[config.mk]
export PLATFORM = sky130hd
export DESIGN_NAME = uart_fifo_link
export DESIGN_NICKNAME = d
export VERILOG_FILES = /design/src/rtl/uart_fifo_link.sv
export SDC_FILE = /design/constraint.sdc
export NUM_CORES = 1
export LEC_CHECK = 0
export CAP_MARGIN = 20
export CORE_MARGIN = 3
export CORE_UTILIZATION = 55
export DETAILED_ROUTE_END_ITERATION = 16
export HOLD_SLACK_MARGIN = 0.06
export MAX_ROUTING_LAYER = met4
export PLACE_DENSITY = 0.75
export REMOVE_ABC_BUFFERS = 1
export SYNTH_ARGS = -nofsm -noshare
export SYNTH_HDL_FRONTEND = slang
export SYNTH_SLANG_ARGS = --single-unit
[constraint.sdc]
create_clock -name clk -period 3 [get_ports clk]
set_clock_uncertainty 0.05 [all_clocks]
set_input_delay 0.9 -clock clk [delete_from_list [all_inputs] [get_ports clk]]
set_output_delay 0.9 -clock clk [all_outputs]
set_load 0.05 [all_outputs]
[src/rtl/uart_fifo_link.sv]
`default_nettype none
// +----------------------------------------------------------------------------+
// | Module      : uart_fifo_link (+ helper uart_fifo_link_fifo)                 |
// | Description : 16x-oversampled UART receiver and transmitter, each side     |
// |               buffered by a synchronous show-ahead FIFO. The crypter pops  |
// |               RX bytes and pushes TX bytes.                                |
// |               Optional macro UART_LOOPBACK_EN adds a 'loopback' input that |
// |               routes the internal TX line into the RX synchroniser.        |
// | Revision    : 1.0 - initial release                                        |
// +----------------------------------------------------------------------------+

// Synchronous FIFO with wrap-bit pointers; head is visible without a pop.
module uart_fifo_link_fifo #(
  parameter int WIDTH = 8,
  parameter int DEPTH = 16
) (
  input  logic                   clk,
  input  logic                   rst,
  input  logic                   push_i,
  input  logic [WIDTH-1:0]       wdata_i,
  input  logic                   pop_i,
  output logic [WIDTH-1:0]       rdata_o,
  output logic                   valid_o,
  output logic                   full_o,
  output logic [$clog2(DEPTH):0] count_o
);
  localparam int AW = $clog2(DEPTH);

  logic [WIDTH-1:0] mem_q [DEPTH];
  logic [AW:0]      wr_ptr_q;
  logic [AW:0]      rd_ptr_q;
  logic             w_empty;
  logic             w_pop;
  logic             w_push;

  assign w_empty = (wr_ptr_q == rd_ptr_q);
  assign full_o  = (wr_ptr_q[AW-1:0] == rd_ptr_q[AW-1:0]) && (wr_ptr_q[AW] != rd_ptr_q[AW]);
  // A pop in the same cycle frees a slot, so a push into a full FIFO is then legal.
  assign w_pop   = pop_i && !w_empty;
  assign w_push  = push_i && (!full_o || w_pop);
  assign count_o = wr_ptr_q - rd_ptr_q;
  assign valid_o = !w_empty;
  assign rdata_o = mem_q[rd_ptr_q[AW-1:0]];

  // Pointer update; both pointers move when push and pop coincide.
  always_ff @(posedge clk) begin
    if (rst) begin
      wr_ptr_q <= '0;
      rd_ptr_q <= '0;
    end else begin
      if (w_push) wr_ptr_q <= wr_ptr_q + 1'b1;
      if (w_pop)  rd_ptr_q <= rd_ptr_q + 1'b1;
    end
  end

  // Storage write; contents need no reset because the pointers gate visibility.
  always_ff @(posedge clk) begin
    if (w_push) mem_q[wr_ptr_q[AW-1:0]] <= wdata_i;
  end
endmodule

module uart_fifo_link #(
  parameter int CLK_FREQ   = 100000000,
  parameter int BAUD_RATE  = 19200,
  parameter int DATA_BITS  = 8,
  parameter int PARITY     = 0,
  parameter int STOP_BITS  = 1,
  parameter int FIFO_DEPTH = 16
) (
  input  logic                          clk,
  input  logic                          rst,
`ifdef UART_LOOPBACK_EN
  input  logic                          loopback,
`endif
  input  logic                          rx_stream,
  output logic                          tx_stream,
  input  logic                          rx_pop,
  output logic                          rx_valid,
  output logic [DATA_BITS-1:0]          rx_data,
  output logic [$clog2(FIFO_DEPTH):0]   rx_count,
  output logic                          rx_overrun,
  output logic                          rx_frame_err,
  input  logic                          err_clear,
  input  logic                          tx_push,
  input  logic [DATA_BITS-1:0]          tx_data,
  output logic                          tx_full,
  output logic [$clog2(FIFO_DEPTH):0]   tx_count,
  output logic                          tx_idle
);
  localparam int   DIV_RAW   = CLK_FREQ / (BAUD_RATE * 16);
  localparam int   DIV       = (DIV_RAW < 1) ? 1 : DIV_RAW;
  localparam int   DIV_W     = (DIV > 1) ? $clog2(DIV) : 1;
  localparam logic PAR_EN    = (PARITY != 0);
  localparam logic PAR_ODD   = (PARITY == 1);
  localparam logic [3:0] BIT_LAST  = 4'(DATA_BITS - 1);
  localparam logic [4:0] STOP_LAST = 5'(16 * STOP_BITS - 1);

  // ---------------------------------------------------------------- baud tick
  logic [DIV_W-1:0] div_q;
  logic             w_tick;

  assign w_tick = (div_q == DIV_W'(DIV - 1));

  // Free-running 16x oversampling divider, wraps to 0 on the tick.
  always_ff @(posedge clk) begin
    if (rst || w_tick) div_q <= '0;
    else               div_q <= div_q + DIV_W'(1);
  end

  // ---------------------------------------------------------------- line muxing
  logic w_rx_src;
  logic tx_line_q;

`ifdef UART_LOOPBACK_EN
  assign w_rx_src  = loopback ? tx_line_q : rx_stream;
  assign tx_stream = loopback ? 1'b1 : tx_line_q;
`else
  assign w_rx_src  = rx_stream;
  assign tx_stream = tx_line_q;
`endif

  // ---------------------------------------------------------------- RX path
  logic sync1_q;
  logic sync2_q;

  // Two-flop synchroniser, preset to the idle level so reset never fakes a start bit.
  always_ff @(posedge clk) begin
    if (rst) begin
      sync1_q <= 1'b1;
      sync2_q <= 1'b1;
    end else begin
      sync1_q <= w_rx_src;
      sync2_q <= sync1_q;
    end
  end

  typedef enum logic [2:0] {RX_IDLE, RX_START, RX_DATA, RX_PARITY, RX_STOP} rx_state_e;

  rx_state_e            rx_state_q;
  logic [3:0]           rx_scnt_q;
  logic [3:0]           rx_bit_q;
  logic [DATA_BITS-1:0] rx_shift_q;
  logic                 rx_par_bad_q;
  logic                 rx_wr_q;
  logic                 rx_frame_err_q;

  // Receiver FSM; every state advances only on baud ticks. Set of the error flag wins over clear.
  always_ff @(posedge clk) begin
    if (rst) begin
      rx_state_q     <= RX_IDLE;
      rx_scnt_q      <= '0;
      rx_bit_q       <= '0;
      rx_shift_q     <= '0;
      rx_par_bad_q   <= 1'b0;
      rx_wr_q        <= 1'b0;
      rx_frame_err_q <= 1'b0;
    end else begin
      rx_wr_q <= 1'b0;
      if (err_clear) rx_frame_err_q <= 1'b0;
      if (w_tick) begin
        case (rx_state_q)
          RX_IDLE: begin
            if (!sync2_q) begin
              rx_state_q <= RX_START;
              rx_scnt_q  <= '0;
            end
          end
          RX_START: begin
            if (rx_scnt_q == 4'd7) begin
              if (sync2_q) begin
                rx_state_q <= RX_IDLE;      // glitch: line back high at mid start bit
              end else begin
                rx_state_q   <= RX_DATA;
                rx_scnt_q    <= '0;
                rx_bit_q     <= '0;
                rx_par_bad_q <= 1'b0;
              end
            end else begin
              rx_scnt_q <= rx_scnt_q + 4'd1;
            end
          end
          RX_DATA: begin
            if (rx_scnt_q == 4'd15) begin
              rx_scnt_q  <= '0;
              rx_shift_q <= {sync2_q, rx_shift_q[DATA_BITS-1:1]};
              rx_bit_q   <= rx_bit_q + 4'd1;
              if (rx_bit_q == BIT_LAST) begin
                if (PAR_EN) rx_state_q <= RX_PARITY;
                else        rx_state_q <= RX_STOP;
              end
            end else begin
              rx_scnt_q <= rx_scnt_q + 4'd1;
            end
          end
          RX_PARITY: begin
            if (rx_scnt_q == 4'd15) begin
              rx_scnt_q    <= '0;
              rx_par_bad_q <= ((^rx_shift_q) ^ sync2_q) != PAR_ODD;
              rx_state_q   <= RX_STOP;
            end else begin
              rx_scnt_q <= rx_scnt_q + 4'd1;
            end
          end
          RX_STOP: begin
            if (rx_scnt_q == 4'd15) begin
              // Leave at mid stop bit so the next start edge is caught with half a bit of margin.
              rx_scnt_q  <= '0;
              rx_state_q <= RX_IDLE;
              if (!sync2_q || rx_par_bad_q) rx_frame_err_q <= 1'b1;
              else                          rx_wr_q        <= 1'b1;
            end else begin
              rx_scnt_q <= rx_scnt_q + 4'd1;
            end
          end
          default: rx_state_q <= RX_IDLE;
        endcase
      end
    end
  end

  logic w_rx_full;
  logic w_rx_drop;
  logic rx_overrun_q;

  uart_fifo_link_fifo #(
    .WIDTH (DATA_BITS),
    .DEPTH (FIFO_DEPTH)
  ) u_rx_fifo (
    .clk     (clk),
    .rst     (rst),
    .push_i  (rx_wr_q),
    .wdata_i (rx_shift_q),
    .pop_i   (rx_pop),
    .rdata_o (rx_data),
    .valid_o (rx_valid),
    .full_o  (w_rx_full),
    .count_o (rx_count)
  );

  assign w_rx_drop = rx_wr_q && w_rx_full && !(rx_pop && rx_valid);

  // Sticky overrun flag; a new drop beats a simultaneous clear.
  always_ff @(posedge clk) begin
    if (rst)            rx_overrun_q <= 1'b0;
    else if (w_rx_drop) rx_overrun_q <= 1'b1;
    else if (err_clear) rx_overrun_q <= 1'b0;
  end

  assign rx_overrun   = rx_overrun_q;
  assign rx_frame_err = rx_frame_err_q;

  // ---------------------------------------------------------------- TX path
  typedef enum logic [2:0] {TX_IDLE, TX_START, TX_DATA, TX_PARITY, TX_STOP} tx_state_e;

  tx_state_e            tx_state_q;
  logic [4:0]           tx_tcnt_q;
  logic [3:0]           tx_bit_q;
  logic [DATA_BITS-1:0] tx_shift_q;
  logic                 tx_par_q;
  logic                 w_tx_valid;
  logic                 w_tx_pop;
  logic [DATA_BITS-1:0] w_tx_head;

  // The FSM consumes the head in the same cycle it leaves IDLE.
  assign w_tx_pop = (tx_state_q == TX_IDLE) && w_tx_valid;

  uart_fifo_link_fifo #(
    .WIDTH (DATA_BITS),
    .DEPTH (FIFO_DEPTH)
  ) u_tx_fifo (
    .clk     (clk),
    .rst     (rst),
    .push_i  (tx_push),
    .wdata_i (tx_data),
    .pop_i   (w_tx_pop),
    .rdata_o (w_tx_head),
    .valid_o (w_tx_valid),
    .full_o  (tx_full),
    .count_o (tx_count)
  );

  // Transmitter FSM with a registered serial line; each bit lasts 16 ticks.
  always_ff @(posedge clk) begin
    if (rst) begin
      tx_state_q <= TX_IDLE;
      tx_tcnt_q  <= '0;
      tx_bit_q   <= '0;
      tx_shift_q <= '0;
      tx_par_q   <= 1'b0;
      tx_line_q  <= 1'b1;
    end else begin
      case (tx_state_q)
        TX_IDLE: begin
          tx_line_q <= 1'b1;
          if (w_tx_valid) begin
            tx_shift_q <= w_tx_head;
            tx_par_q   <= (^w_tx_head) ^ PAR_ODD;
            tx_tcnt_q  <= '0;
            tx_bit_q   <= '0;
            tx_line_q  <= 1'b0;
            tx_state_q <= TX_START;
          end
        end
        TX_START: begin
          if (w_tick) begin
            if (tx_tcnt_q == 5'd15) begin
              tx_tcnt_q  <= '0;
              tx_line_q  <= tx_shift_q[0];
              tx_state_q <= TX_DATA;
            end else begin
              tx_tcnt_q <= tx_tcnt_q + 5'd1;
            end
          end
        end
        TX_DATA: begin
          if (w_tick) begin
            if (tx_tcnt_q == 5'd15) begin
              tx_tcnt_q <= '0;
              tx_bit_q  <= tx_bit_q + 4'd1;
              if (tx_bit_q == BIT_LAST) begin
                if (PAR_EN) begin
                  tx_line_q  <= tx_par_q;
                  tx_state_q <= TX_PARITY;
                end else begin
                  tx_line_q  <= 1'b1;
                  tx_state_q <= TX_STOP;
                end
              end else begin
                tx_shift_q <= {1'b0, tx_shift_q[DATA_BITS-1:1]};
                tx_line_q  <= tx_shift_q[1];
              end
            end else begin
              tx_tcnt_q <= tx_tcnt_q + 5'd1;
            end
          end
        end
        TX_PARITY: begin
          if (w_tick) begin
            if (tx_tcnt_q == 5'd15) begin
              tx_tcnt_q  <= '0;
              tx_line_q  <= 1'b1;
              tx_state_q <= TX_STOP;
            end else begin
              tx_tcnt_q <= tx_tcnt_q + 5'd1;
            end
          end
        end
        TX_STOP: begin
          if (w_tick) begin
            if (tx_tcnt_q == STOP_LAST) begin
              tx_tcnt_q  <= '0;
              tx_state_q <= TX_IDLE;
            end else begin
              tx_tcnt_q <= tx_tcnt_q + 5'd1;
            end
          end
        end
        default: begin
          tx_line_q  <= 1'b1;
          tx_state_q <= TX_IDLE;
        end
      endcase
    end
  end

  assign tx_idle = !w_tx_valid && (tx_state_q == TX_IDLE) && tx_line_q;
endmodule
`default_nettype wire

Word-level counts from Yosys, hierarchy flattened
Memory sizes are Yosys's and may differ from the RTL's. A register that Yosys moved wholly into a read port is not among the register bits.
Index checks and enable logic that the tools add are counted.
- flip-flop bits (word level): 75
- memory bits (writable): 256
- bits of input ports: 14
- output and inout bits: 24
- logic and storage cells: 189
- memories: 2
- add/subtract/negate cells: 11
- eq/ne operators: 39
- multiplexer cells: 69
- bitwise logic cells: 5
- reductions and logical operators: 43
- memories (memory ; words ; width ; rd ports ; clocked after memory_dff ; wr ports ; line ; text):
    u_rx_fifo.mem_q ; 16 ; 8 ; 1 ; 1 ; 1 ; 29 ; logic [WIDTH-1:0] mem_q [DEPTH];
    u_tx_fifo.mem_q ; 16 ; 8 ; 1 ; 1 ; 1 ; 29 ;
- operator list (cell ; count):
    $mux 4 ; 13
    $mux 3 ; 16
    $ne 2x2->1 const B ; 18
    $mux 8 ; 4
    $pmux 3 s5 ; 2
    $add 5x1->5 const B ; 5
    $mux 1 ; 23
    $pmux 4 s2 ; 2
    $pmux 8 s2 ; 1
    $mux 5 ; 3
    $reduce_and 5->1 ; 3
    $reduce_and 7->1 ; 2
    $add 4x1->4 const B ; 3
    $eq 3x2->1 const B ; 4
    $eq 4x3->1 const B ; 3
    $pmux 4 s3 ; 1
    $logic_and 1x1->1 ; 11
    $eq 5x5->1 ; 2
    $pmux 5 s2 ; 1
    $reduce_and 10->1 ; 1
    $reduce_bool 2->1 ; 5
    $sub 5x5->5 ; 2
    $add 9x1->9 const B ; 1
    $eq 9x9->1 const B ; 1
    other kinds (22) ; 40

Longest topological paths before layout
Gate-level depths: netlist of the first run.
- depth after elaboration: 8
- gate-level depth with buffers: 8
- depth with buffers taken out: 7

Modules after synthesis
From an unflattened synthesis of the first run, not the netlist that was laid out.
- cell total of the unflattened synthesis: 921
- area, all modules: 14331.2 um^2
- by module, submodules not included (module ; times used ; cells an instance ; area an instance (um^2) ; sequential area each (um^2)):
    uart_fifo_link_fifo at u_rx_fifo ; 1 ; 301 ; 5665.4 ; 4124.0
    uart_fifo_link_fifo at u_tx_fifo ; 1 ; 299 ; 5659.2 ; 4124.0
    uart_fifo_link ; 1 ; 321 ; 3006.6 ; 1101.1

Worst setup path after synthesis of the first run
OpenSTA, ideal clock, no wires.
- path kind: reg2out
- start point: register (tool-made name)
- end point: output port rx_data[0]
- data arrival time: 2239 ps
- data required time: 2050 ps
- setup slack: -189 ps
- cell stages (with the launch flop): 5
- path buffers: 2
- cell sequence: dfxtp_1 > clkbuf_1 > buf_1 > mux4_2 > mux4_2
- RTL lines (element ; line ; text):
    end, declared ; 79 ; output logic [DATA_BITS-1:0] rx_data,

==> impl_results.md, run 1 <==
- Critical path class: reg -> out
- Synth unique cells: 55
- Via count: 8050
- RSZ-0062 raised after global routing: true
- Max incr delay on CP: roughly 0.56 ns
- First-pass GRT wire length: 46.7 mm
- Cell Rows: 57
- Residual DRC count: 0
- DR vias/cell: 5.94
- I/O Buffers: 37
- Post-route insts no fill: about 1400
- Reg-to-Reg Start: u_rx_fifo.wr_ptr_q[3]
- Dominant cells by area after synthesis: edfxtp_1, dfxtp_1, mux4_2, ha_1, nor2_1
- Syn Std Cell Area: 14000 um2
- Placed inst area: 15100 um2
- FILL cells: 1697
- Min-delay src: sync1_q
- DRT Pass-1 Iters: 5
- Buf+Inv Stages, Crit Path: 2
- Clock transition at the registers of the reported paths: 0.06 ns
- Most common cell type on the critical path: mux4_2
- Core area: between 20000 and 25000 um2
- Final worst slack: -0.295 ns
- Final Hold Fails: 0
- Sequential area share after synthesis: 66.9%
- Slew headroom: roughly two fifths
- Cells after DPL: 1287
- P per Cell Area: 668 nW/um2
- Post-route cell area: 16400 um2
- Total track usage: 23.1%
- CTS Root Cell: clkbuf_16
- Total Wirelength: 29.6 mm
- Yosys reg bits: between 300 and 400
- Die H: 165 um
- Largest net degree at the start of global routing: 34
- Worst-case clock buffer depth: 3
- GPL Wtd Cong: 0.801
- Yosys warnings: 0
- Mean Syn Cell Area: 15.3 um2
- Clock period minus worst slack: 3.29 ns
- Critical Path RT: between 2 and 2.5 ns
- Tcrit/Tclk final: 110%
- Hold Path Sink: sync2_q
- Post-DR wirelength/cell: 21.8 um
- Layout cells sized above 1: 24.8%
- Hold WS: 0.377 ns
- Leak pwr: 5.45 nW
- Top Ports: 38
- R2r setup slk: 0.53 ns
- Worst Setup End Kind: output port
- Post-synth top flop: edfxtp_1
- FFs w/ async S/R, synth: 0%
- Max Clock Freq: 304 MHz
- Die X: 165 um
- Crit-path leading delay family: multiplexers
- Status: finished, violations left
- Hold-fix buffers, CTS: 0
- PnR Total Power: around 11 mW
- Initial antenna violation count: 0
- 1st-iter DRT viols: 839
- Commonest non-fill, non-tap cell in the layout: edfxtp_1
- DIE AREA: 27400 um2
- FF-to-FF End: u_rx_fifo.wr_ptr_q[4]
- Worst hold path stage count: 1
- Peak supply drop: 0.754 mV
- Sum Neg Setup Slack: -2.11 ns
- Worst min-delay path class: reg -> reg
- Synth Instances: 915
- Place WS: about 0.14 ns
- Max Transition Viols Final: 0
- Critical-path top delay cell: mux4_2
- N_diodes: 0
- Worst Tran Pin Value: 0.870 ns
- Max cap viols: 0
- CTS buffer count: 34
- Final core occ: 66.5%
- CP max FO: 10
- Sink Count: 339
- FF-to-FF path depth: 7
- Post-synth EDFFs: 256
- Worst setup SP type: register
- CTS tree: yes
- Global route overflow: 0
- Crit path DAT: 2.34 ns
- Fin nets: 1047
- Top cell type's share of synthesized area: 55.0%
- Area added between synthesis and finish: 17.4%
- Violations in the final reports: negative setup slack
- Final antenna-violating net count: 0
- Final setup violation count: 9
- Critical Path, Cell by Cell: buf_12, mux4_2, mux4_2, buf_6
- Number of global-route vias before repair: 8183
- Clk Latency, worst-skew pair: just over 0.5 ns
- Starting Density: 56.7%
- H-Tree Depth: 2
- Cell taking the most area after synthesis: edfxtp_1
- Most frequent cells in the layout: edfxtp_1, nor2_1, dfxtp_1
- Hpwl dp: about 18 mm
==> sequential cells by signal, indices dropped and copies added (netlist names), 4 cells and up, named ones only <==
signal / count
div_q: 9
rx_bit_q: 4
rx_scnt_q: 4
rx_shift_q: 8
tx_bit_q: 4
tx_shift_q: 8
tx_tcnt_q: 5
u_rx_fifo.mem_q: 128
u_rx_fifo.rd_ptr_q: 5
u_rx_fifo.wr_ptr_q: 5
u_tx_fifo.mem_q: 128
u_tx_fifo.rd_ptr_q: 5
u_tx_fifo.wr_ptr_q: 5
==> cell families (layout without fill, tap and decap cells) <==
group,count (synthesis),in the layout,share of synthesized area [%]
buffers and inverters,73,190,2.07
muxes,99,99,13.2
adders and majority gates,26,26,2.43
xor gates and xnor gates,42,42,2.63
AOI/OAI and AO/OA,95,95,4.44
and+or+nand+nor,241,241,8.39
DFF,339,339,66.9
==> power breakdown <==
group          switching (mW)  total [mW]  internal, mW
clock                    1.73        4.05          2.31
combinational           0.861        1.67         0.805
sequential              0.117        5.24          5.13
==> metal layers <==
layer / global-route usage (%) / wire, um / vias to the layer above / share of wire, %
li1: - / - / 3671 / -
met1: 30.0 / 12300 / 4021 / 41
met2: 37.8 / 14700 / 293 / 50
met3: 3.59 / 1700 / 65 / 5.8
met4: 7.60 / 849 / 0 / 2.9
met5: - / 0 / - / 0
==> synthesized netlist by cell type, drive strengths merged (5+ instances only) <==
master	n
o22ai	7
inv	27
a21oi	36
nor3b	5
xor2	15
a211oi	10
mux2i	14
xnor2	27
or2	5
dfxtp	83
ha	24
nand4	13
edfxtp	256
nand2	46
nor2	76
mux2	19
clkbuf	31
or3	5
mux4	66
a21o	5
nand3	16
o21ai	13
nand2b	15
nor2b	10
nor3	32
buf	15
==> worst max-delay path by stage <==
stage	slack, ns	to	cells past startpoint	startpoint
6_report	-0.29	rx_data[0]	4	register
5_1_grt	-0.35	rx_data[0]	4	register
4_1_cts	-0.33	rx_data[4]	4	register
3_5_place_dp	0.14	rx_data[5]	4	register
3_3_place_gp	0.17	rx_data[5]	4	register
2_1_floorplan	-0.67	rx_data[0]	2	register
==> layout make-up <==
cell class | count | area, um2 | share of cell area (%)
timing repair buffer | 102 | 1030 | 6.28
inverter | 27 | 104 | 0.633
clock inverter | 16 | 120 | 0.732
clock buffer | 45 | 943 | 5.75
multi-input combinational | 503 | 4440 | 27.0
tap | 324 | 405 | 2.47
sequential | 339 | 9370 | 57.1
==> timing repair <==
action,4_1_cts,5_1_grt
buffers inserted,8,0
setup endpoints to repair,18,14
pin swaps,8,3
resized for setup,38,13
cloned,2,0
No activity file was read; power rests on OpenSTA's default activity.
==> run 2, diff against run 1 <==
--- a/config.mk
+++ b/config.mk
@@ -6,13 +6,16 @@
 export NUM_CORES = 1
 export LEC_CHECK = 0
 export CAP_MARGIN = 20
+export CELL_PAD_IN_SITES_DETAIL_PLACEMENT = 0
+export CELL_PAD_IN_SITES_GLOBAL_PLACEMENT = 1
 export CORE_MARGIN = 3
-export CORE_UTILIZATION = 55
+export CORE_UTILIZATION = 47
 export DETAILED_ROUTE_END_ITERATION = 16
 export HOLD_SLACK_MARGIN = 0.06
 export MAX_ROUTING_LAYER = met4
-export PLACE_DENSITY = 0.75
+export PLACE_DENSITY_LB_ADDON = 0.1
 export REMOVE_ABC_BUFFERS = 1
+export SKIP_LAST_GASP = 1
 export SYNTH_ARGS = -nofsm -noshare
 export SYNTH_HDL_FRONTEND = slang
 export SYNTH_SLANG_ARGS = --single-unit
==> run 2 against run 1 <==
Against the previous run:
- the flow still finishes with violations (negative setup slack)
- largest cell class unchanged
- cell count rose by 4.4%
- global-route usage down 3.5 points
- sequential share of layout area decreased by 0.54 points
- register-to-register slack about the same
- critical endpoint is now rx_data[7]
==> impl_results.md, run 2 (synthesis results as in run 1) <==
- Status: finished, violations left
- Violations in the final reports: negative setup slack
- First-pass GRT wire length: 46.7 mm (about the same)
- H-Tree Depth: 2 (unchanged)
- Peak supply drop: 0.636 mV (-16%)
- CTS tree: yes
- Final core occ: 57.1% (-9.4 points)
- Clock period minus worst slack: 3.27 ns (-0.0284 ns)
- P per Cell Area: 665 nW/um2 (-0.38%)
- Residual DRC count: 0 (unchanged)
- Worst-case clock buffer depth: 3 (unchanged)
- Commonest non-fill, non-tap cell in the layout: edfxtp_1
- Die X: 178 um (+7.9%)
- P_sw: 2.66 mW (-2.1%)
- Fin nets: 1045 (-0.19%)
- Largest net degree at the start of global routing: 43 (+26%)
- Post-DR wirelength/cell: 20.7 um (-4.9%)
- Total Wirelength: 29.4 mm (-0.73%)
- Min-delay src: sync1_q
- DIE AREA: 31900 um2 (+16%)
- Int Pwr: 8.36 mW (+1.5%)
- CTS buffer count: 36 (+5.9%)
- Via count: 7838 (-2.6%)
- DR vias/cell: 5.54 (-6.7%)
- Global route overflow: 0 (unchanged)
- Clk Latency, worst-skew pair: 0.51 ns (about the same)
- Final setup violation count: 9 (unchanged)
- Worst Tran Pin Value: 0.827 ns (-0.0423 ns)
- CP max FO: 7 (-3)
- Cell Rows: 62 (+8.8%)
- N_diodes: 0 (unchanged)
- Max cap viols: 0 (unchanged)
- Core area: 29000 um2 (+18%)
- Max Clock Freq: 306 MHz (+0.87%)
- Comb pwr share: 15.0% (-0.2 points)
- Reg-to-Reg Start: div_q[3]
- PnR Total Power: 11.0 mW (+0.59%)
- Final antenna-violating net count: 0 (unchanged)
- Post-route insts no fill: 1415 (+4.4%)
- Leak pwr: 5.48 nW (+0.43%)
- Hold WS: 0.356 ns (-0.0209 ns)
- DRT Pass-1 Iters: 4 (-1)
- Sink Count: 339 (unchanged)
- Number of global-route vias before repair: 8296 (+1.4%)
- Place WS: 0.159 ns (+0.0181 ns)
- Die H: 178 um (+7.9%)
- Slew headroom: 44.6% (+2.8 points)
- Worst hold path stage count: 1 (unchanged)
- I/O Buffers: 37 (unchanged)
- Placed inst area: 15200 um2 (+0.44%)
- Post-route cell area: 16600 um2 (+0.98%)
- GPL Wtd Cong: 0.825 (+3.0%)
- Critical Path RT: 2.05 ns (about the same)
- CTS Root Cell: clkbuf_16
- Crit path DAT: 2.32 ns (-0.02 ns)
- Most frequent cells in the layout: edfxtp_1, nor2_1, dfxtp_1
- Initial antenna violation count: 0 (unchanged)
- Final worst slack: -0.266 ns (+0.0284 ns)
- Seq pwr share: 47.5% (-0.4 points)
- Clock transition at the registers of the reported paths: 0.06 ns (about the same)
- Final Hold Fails: 0 (unchanged)
- Sum Neg Setup Slack: -1.97 ns (+0.134 ns)
- R2r setup slk: 0.52 ns (about the same)
- FF-to-FF End: tx_shift_q[4]
- Critical path class: reg -> out
- Sw frac: 24.1% (-0.65 points)
- Hold-fix buffers, CTS: 0 (unchanged)
- Worst Setup End Kind: output port
- 1st-iter DRT viols: 511 (-39%)
- Clock Power Share: 37.5% (+0.6 points)
- FF-to-FF path depth: 5 (-2)
- Total track usage: 19.6% (-3.5 points)
- Top Ports: 38 (unchanged)
- Layout cells sized above 1: 24.6% (-0.17 points)
- Hold Path Sink: sync2_q
- Max Transition Viols Final: 0 (unchanged)
- Worst min-delay path class: reg -> reg
- Hpwl dp: 19.4 mm (+8.6%)
- Worst setup SP type: register
- Cells after DPL: 1342 (+4.3%)
- RSZ-0062 raised after global routing: true
- Starting Density: 48.2% (-8.5 points)
- Area added between synthesis and finish: 18.5%
- Tcrit/Tclk final: 109% (-0.95 points)
-- run 2: worst max-delay path, cell delays in order (launching register included) --
cell	delay, ns
dfxtp_4	0.43
buf_12	0.17
mux4_2	0.52
mux4_2	0.51
buf_6	0.18
-- run 2: worst max path at each step --
stage                 endpoint  slack, ns  startpoint
floorplan           rx_data[0]      -0.67    register
global placement    rx_data[6]       0.19    register
detailed placement  rx_data[6]       0.16    register
CTS                 rx_data[5]      -0.34    register
global route        rx_data[6]      -0.32    register
finish              rx_data[7]      -0.27    register
-- run 2: final cells by class --
class,instances,area [um2]
Clock buffer,58,1070
Inverter,27,101
Multi-Input combinational cell,503,4450
Fill cell,2309,12400
Clock inverter,6,42.5
Tap cell,384,480
Timing Repair Buffer,98,1050
Sequential cell,339,9370
-- run 2: timing repair --
action,4_1_cts,5_1_grt
pin swaps,8,2
buffers inserted,7,1
cloned,2,1
endpoints found under the setup margin,16,14
gates resized for setup,40,11
-- run 2: power groups by stage --
stage / clock network [mW] / logic, mW / registers (mW)
after global routing: 4.43 / 1.79 / 5.24
final: 4.13 / 1.66 / 5.23
after CTS: 4.23 / 1.67 / 5.23
after global placement: 0 / 1.59 / 5.32
after floorplan: 0 / 0.956 / 5.38
after detailed placement: 0 / 1.60 / 5.33
-- run 2: metal layers --
layer | up-vias | track usage, % | routed length (um)
li1 | 3683 | - | -
met1 | 3943 | 24.1 | 12200
met2 | 166 | 33.9 | 15300
met3 | 46 | 3.00 | 1220
met4 | 0 | 5.65 | 660
met5 | - | - | 0
==> RTL change 1: new RTL, config.mk and constraints of run 1 <==
The parameter `DATA_BITS` goes from 8 to 9.
--- a/src/rtl/uart_fifo_link.sv
+++ b/src/rtl/uart_fifo_link.sv
@@ -62,7 +62,7 @@
 module uart_fifo_link #(
   parameter int CLK_FREQ   = 100000000,
   parameter int BAUD_RATE  = 19200,
-  parameter int DATA_BITS  = 8,
+  parameter int DATA_BITS  = 9,
   parameter int PARITY     = 0,
   parameter int STOP_BITS  = 1,
   parameter int FIFO_DEPTH = 16
Interface: changed (resized rx_data and tx_data); port bits go from 38 to 40. No check against the original RTL was run, so the function may have changed too.
==> RTL change 1 against run 1 <==
The run still ends with negative setup slack left; non-clock buffer count grew 3; routed wire length increased by 7.0%; cell count up 8.4%; final area grew 10%; sequential cell count up 34; synthesized area grew 9.6%; register-to-register slack lost 0.11 ns; maximum frequency fell by 0.27%; count of clock-buffer cells in the layout up 14; worst setup slack got worse by 0.0091 ns; total power rose by 10%; critical path type unchanged; largest cell class unchanged; largest power group unchanged.
==> RTL change 1: results (changes against run 1) <==
[status]
status=complete, but fails checks
violations=negative setup slack

[sta]
max_slew_margin_pct=33.2  ; -8.6 points
final.setup.worst_slack_ns=-0.304  ; -0.00906 ns
final.setup.tns_ns=-2.61  ; -0.506 ns
finalSetupViolCount=11  ; +2

[detailed_routing]
routed_wl_um=31600  ; +7.0%
route.vias.total=8623  ; +7.1%
initialDrtViolationCount=770  ; -8.2%

[placed_design]
hpwlAfterDp_um=19500  ; +9.0%
dpl_cell_area_um2=16500  ; +9.5%
place.gp.congestion=0.828  ; +3.4%
preCtsSetupSlack_ns=0.138  ; -0.00214 ns
io_buffers=39  ; +5.4%

[global_routing]
grt_pass1_wl_um=49900  ; +7.0%
grt_usage_pct=22.0  ; -1.1 points
grt_max_degree=43  ; +26%
first_global_vias=8723  ; +6.6%

[power]
p_leak_nw=5.96  ; +9.3%
max-vdd-ir-drop_mv=0.883  ; +17%

[clock_network]
cts-root-buf=clkbuf_16
cts_buffers=38  ; +12%

[setup_path]
crit_path_top_delay_cell=mux4_2
slowest_delay_ns=0.54  ; -0.02 ns
crit_path_max_fanout=6  ; -4

[synthesis]
yosysUniqueCellTypes=61  ; +11%
seq_area_frac_synth_pct=67.5  ; +0.65 points
ys_top_cells_by_count=edfxtp_1, dfxtp_1, nor2_1
ys_warn_count=0  ; unchanged
synth_edf_count=288  ; +13%
yosys-top-cells-area=edfxtp_1, dfxtp_1, mux4_2

[final_layout]
num-nets-final=1112  ; +6.2%
drive_gt1_share_pct=25.4  ; +0.60 points

## RTL change 1: changes by cell type after synthesis, sizes merged, moves of 4 or more
| cell | change |
|---|---|
| a211oi | -4 |
| clkbuf | +5 |
| edfxtp | +32 |
| mux4 | +9 |
| nand2b | +7 |
| o21ai | -7 |
## RTL change 1: final timing paths
| check | start | slack (ns) | endpoint | depth (start not counted) |
|---|---|---|---|---|
| worst min-delay path | sync1_q$_SDFF_PP1_ | 0.34 | sync2_q$_SDFF_PP1_ | 1 |
| worst max-delay path | flop | -0.30 | rx_data[4] | 4 |
| worst max register to register | flop | 0.42 | tx_shift_q[0]$_SDFFE_PP0P_ | 6 |
| worst min register to register | sync1_q$_SDFF_PP1_ | 0.34 | sync2_q$_SDFF_PP1_ | 1 |
## RTL change 1: kinds of logic (layout without fill, tap and decap cells)
kind of cell,Yosys count,after routing,synth area share (%)
simple gates,257,257,8.37
xor+xnor,43,43,2.55
mux,111,111,13.5
flops,373,373,67.5
fa+ha+maj,28,28,2.38
buf+inv,75,200,1.94
compound gates,86,86,3.70
## RTL change 1: repair_timing
item,CTS,global route
endpoints found under the hold margin,0,0
endpoints found under the setup margin,17,17
resized for setup,39,13
setup buffers,5,2
gates cloned,3,0
pin swaps,9,5
## RTL change 1: power by group
group	switching [mW]	internal, mW
Combinational	0.938	0.845
Sequential	0.108	5.65
Clock	1.87	2.67
## RTL change 1: stage by stage
| step | power (mW) | std cells |
|---|---|---|
| 2_1_floorplan | 6.92 | 924 |
| 3_3_place_gp | 7.52 | 1392 |
| 3_5_place_dp | 7.54 | 1392 |
| 4_1_cts | 12.1 | 1469 |
| 5_1_grt | 12.5 | 1470 |
| 6_report | 12.1 | 1470 |
## RTL change 1: worst reg2reg max path: stages (launching register included)
cell,delay [ns]
dfxtp_1,0.98
buf_4,0.32
nand2b_1,0.29
o22ai_1,0.16
nor3_1,0.34
a211oi_1,0.14
nor3_1,0.21
## RTL change 1: final cells by class
type / count / area, µm²
flip-flops and latches: 373 / 10400
clock buffers: 59 / 1120
well taps: 372 / 465
fillers: 1820 / 9100
repair buffers: 105 / 1110
inverters: 26 / 97.6
multi-input cells: 525 / 4810
clock inverters: 10 / 103
## RTL change 1: metal layers
| metal | up-vias | track usage, % | share of wire (%) |
|---|---|---|---|
| li1 | 3947 | - | - |
| met1 | 4275 | 29.3 | 41 |
| met2 | 333 | 35.5 | 50 |
| met3 | 68 | 3.69 | 6.9 |
| met4 | 0 | 6.39 | 2.5 |
| met5 | - | - | 0 |
==> RTL change 2: new RTL, settings of run 1 <==
Without the edit above. One comparison of `tx_tcnt_q` changes from == to >=.
--- a/src/rtl/uart_fifo_link.sv
+++ b/src/rtl/uart_fifo_link.sv
@@ -303,7 +303,7 @@
         end
         TX_START: begin
           if (w_tick) begin
-            if (tx_tcnt_q == 5'd15) begin
+            if (tx_tcnt_q >= 5'd15) begin
               tx_tcnt_q  <= '0;
               tx_line_q  <= tx_shift_q[0];
               tx_state_q <= TX_DATA;
Check against the original RTL: same outputs for any inputs over 4 cycles, from zero or initial values and one cycle with rst high; that may be too few to reach the edited logic, so the function may still have changed.
==> RTL change 2 against run 1 <==
The run still ends with negative setup slack left; worst setup slack is essentially flat; sequential power up 1%; sequential cell count did not move; cell count grew 1.4%; routed wire length rose by 0.92%; final area increased by 3.1%; total power up 7.4%; synthesized area rose by 2.1%.
==> RTL change 2: results (changes against run 1) <==
[status]
status=complete, but fails checks
violations=negative setup slack

[synthesis]
postSynth.asyncResetShare_pct=0  ; unchanged
synthFlopType=edfxtp_1
synth_edf_count=256  ; unchanged
seq_area_frac_synth_pct=65.5  ; -1.4 points
ys_warn_count=0  ; unchanged
yosys-top-cells-area=edfxtp_1, mux4_2, dfxtp_1
synth_compound_gate_area_share_pct=5.01  ; +0.57 points
ys_top_cells_by_count=edfxtp_1, nor2_1, dfxtp_1
muxShareOfSynthArea_pct=13.4  ; +0.19 points
post_synth_xor_area_fraction_pct=2.61  ; -0.020 points
synthAdderAreaFrac_pct=2.56  ; +0.12 points
yosysUniqueCellTypes=75  ; +36%

[detailed_routing]
initialDrtViolationCount=1020  ; +22%
route.vias.total=8221  ; +2.1%
wl_per_cell_um=21.7  ; -0.47%
drt_pass1_iterations=5  ; unchanged

[worst_hold_path]
hold_path.class=reg -> reg

[setup_path]
reg2reg_depth=10  ; +3
slowest_delay_ns=0.51  ; -0.05 ns
crit_family=multiplexers
r2r_setup_slack_ns=0.27  ; -0.26 ns
crit_path_max_fanout=6  ; -4
rr_startpoint=u_tx_fifo.rd_ptr_q[2]$_SDFFE_PP0P_
endpoint=rx_data[6]
timing.rr.end=u_tx_fifo.wr_ptr_q[4]$_SDFFE_PP0P_
cp-start-kind=flop
crit_path_top_delay_cell=mux4_2

[clock_network]
cts_buffers=35  ; +2.9%
path_clk_slew_ns=0.06  ; about the same
cts_max_level=2  ; unchanged
clk_latency_ns=0.51  ; about the same
cts-root-buf=clkbuf_16
clk_path_buf_depth=3  ; unchanged

[global_routing]
gr-usage-met2_pct=34.1  ; -3.7 points
gr-usage-met3_pct=3.71  ; +0.11 points
antenna_found_initial=0  ; unchanged
grt_util_met1_pct=31.0  ; +0.99 points
grt_max_degree=36  ; +5.9%
first_global_vias=8255  ; +0.88%
grt_pass1_wl_um=47000  ; +0.70%
grt_usage_pct=22.0  ; -1.0 points

[final_layout]
drive_gt1_share_pct=25.3  ; +0.46 points
num-nets-final=1060  ; +1.2%
n_antenna_cell=0  ; unchanged

[sta]
finalSetupViolCount=10  ; +1
final.setup.worst_slack_ns=-0.294  ; +0.000411 ns
worst_slew_pin_slew_ns=0.956  ; +0.0861 ns

[placed_design]
io_buffers=37  ; unchanged
place.gp.congestion=0.841  ; +5.0%
hpwlAfterDp_um=18200  ; +1.6%

[power]
p_leak_nw=5.74  ; +5.2%
max-vdd-ir-drop_mv=0.887  ; +18%

## RTL change 2: final cells by class
type	count	area, µm²
sequential	339	9370
fill	1649	8410
multi-input combinational	504	4660
timing repair buffer	105	1120
clock buffer	56	1090
tap	330	413
clock inverter	8	134
inverter	33	129
## RTL change 2: repair_timing
| item | CTS | global route |
|---|---|---|
| buffers inserted | 8 | 0 |
| resized for setup | 40 | 11 |
| setup endpoints to repair | 17 | 16 |
| pin swaps | 10 | 3 |
| gates cloned | 2 | 0 |
## RTL change 2: cell families (layout without fill, tap and decap cells)
family                   Yosys count  count (layout)
flip-flops                       339             339
AND/OR/NAND/NOR                  233             233
AO/OA/AOI/OAI                    104             104
multiplexers                      98              98
buffers and inverters             78             202
XOR/XNOR                          41              41
adder cells (fa/ha/maj)           28              28
## RTL change 2: layer usage
layer,vias to the layer above,share of wire [%]
li1,3746,-
met1,4145,43
met2,275,48
met3,55,6.7
met4,0,2.2
met5,-,0
## RTL change 2: metrics by stage
step           area (µm²)  setup slack [ns]  power, mW  std cells  setup TNS (ns)
2_1_floorplan       14000            -0.672       6.54        876           -5.50
3_3_place_gp        15400             0.202       7.20       1301               0
3_5_place_dp        15400             0.163       7.23       1301               0
4_1_cts             16900            -0.301       11.8       1375           -2.35
5_1_grt             16900            -0.362       12.2       1375           -2.92
6_report            16900            -0.294       11.8       1375           -2.23
## RTL change 2: report_power, final
part	internal [mW]	switching, mW	leakage [nW]
Combinational	0.982	0.994	2.12
Sequential	5.12	0.175	3.02
Clock	2.76	1.73	0.597
## RTL change 2: worst min-delay path by stage
stage / cells past startpoint / to / slack [ns] / start
2_1_floorplan: 1 / sync2_q$_SDFF_PP1_ / 0.34 / sync1_q$_SDFF_PP1_
3_3_place_gp: 1 / sync2_q$_SDFF_PP1_ / 0.35 / sync1_q$_SDFF_PP1_
3_5_place_dp: 1 / sync2_q$_SDFF_PP1_ / 0.36 / sync1_q$_SDFF_PP1_
4_1_cts: 1 / sync2_q$_SDFF_PP1_ / 0.37 / sync1_q$_SDFF_PP1_
5_1_grt: 1 / sync2_q$_SDFF_PP1_ / 0.39 / sync1_q$_SDFF_PP1_
6_report: 1 / sync2_q$_SDFF_PP1_ / 0.37 / sync1_q$_SDFF_PP1_
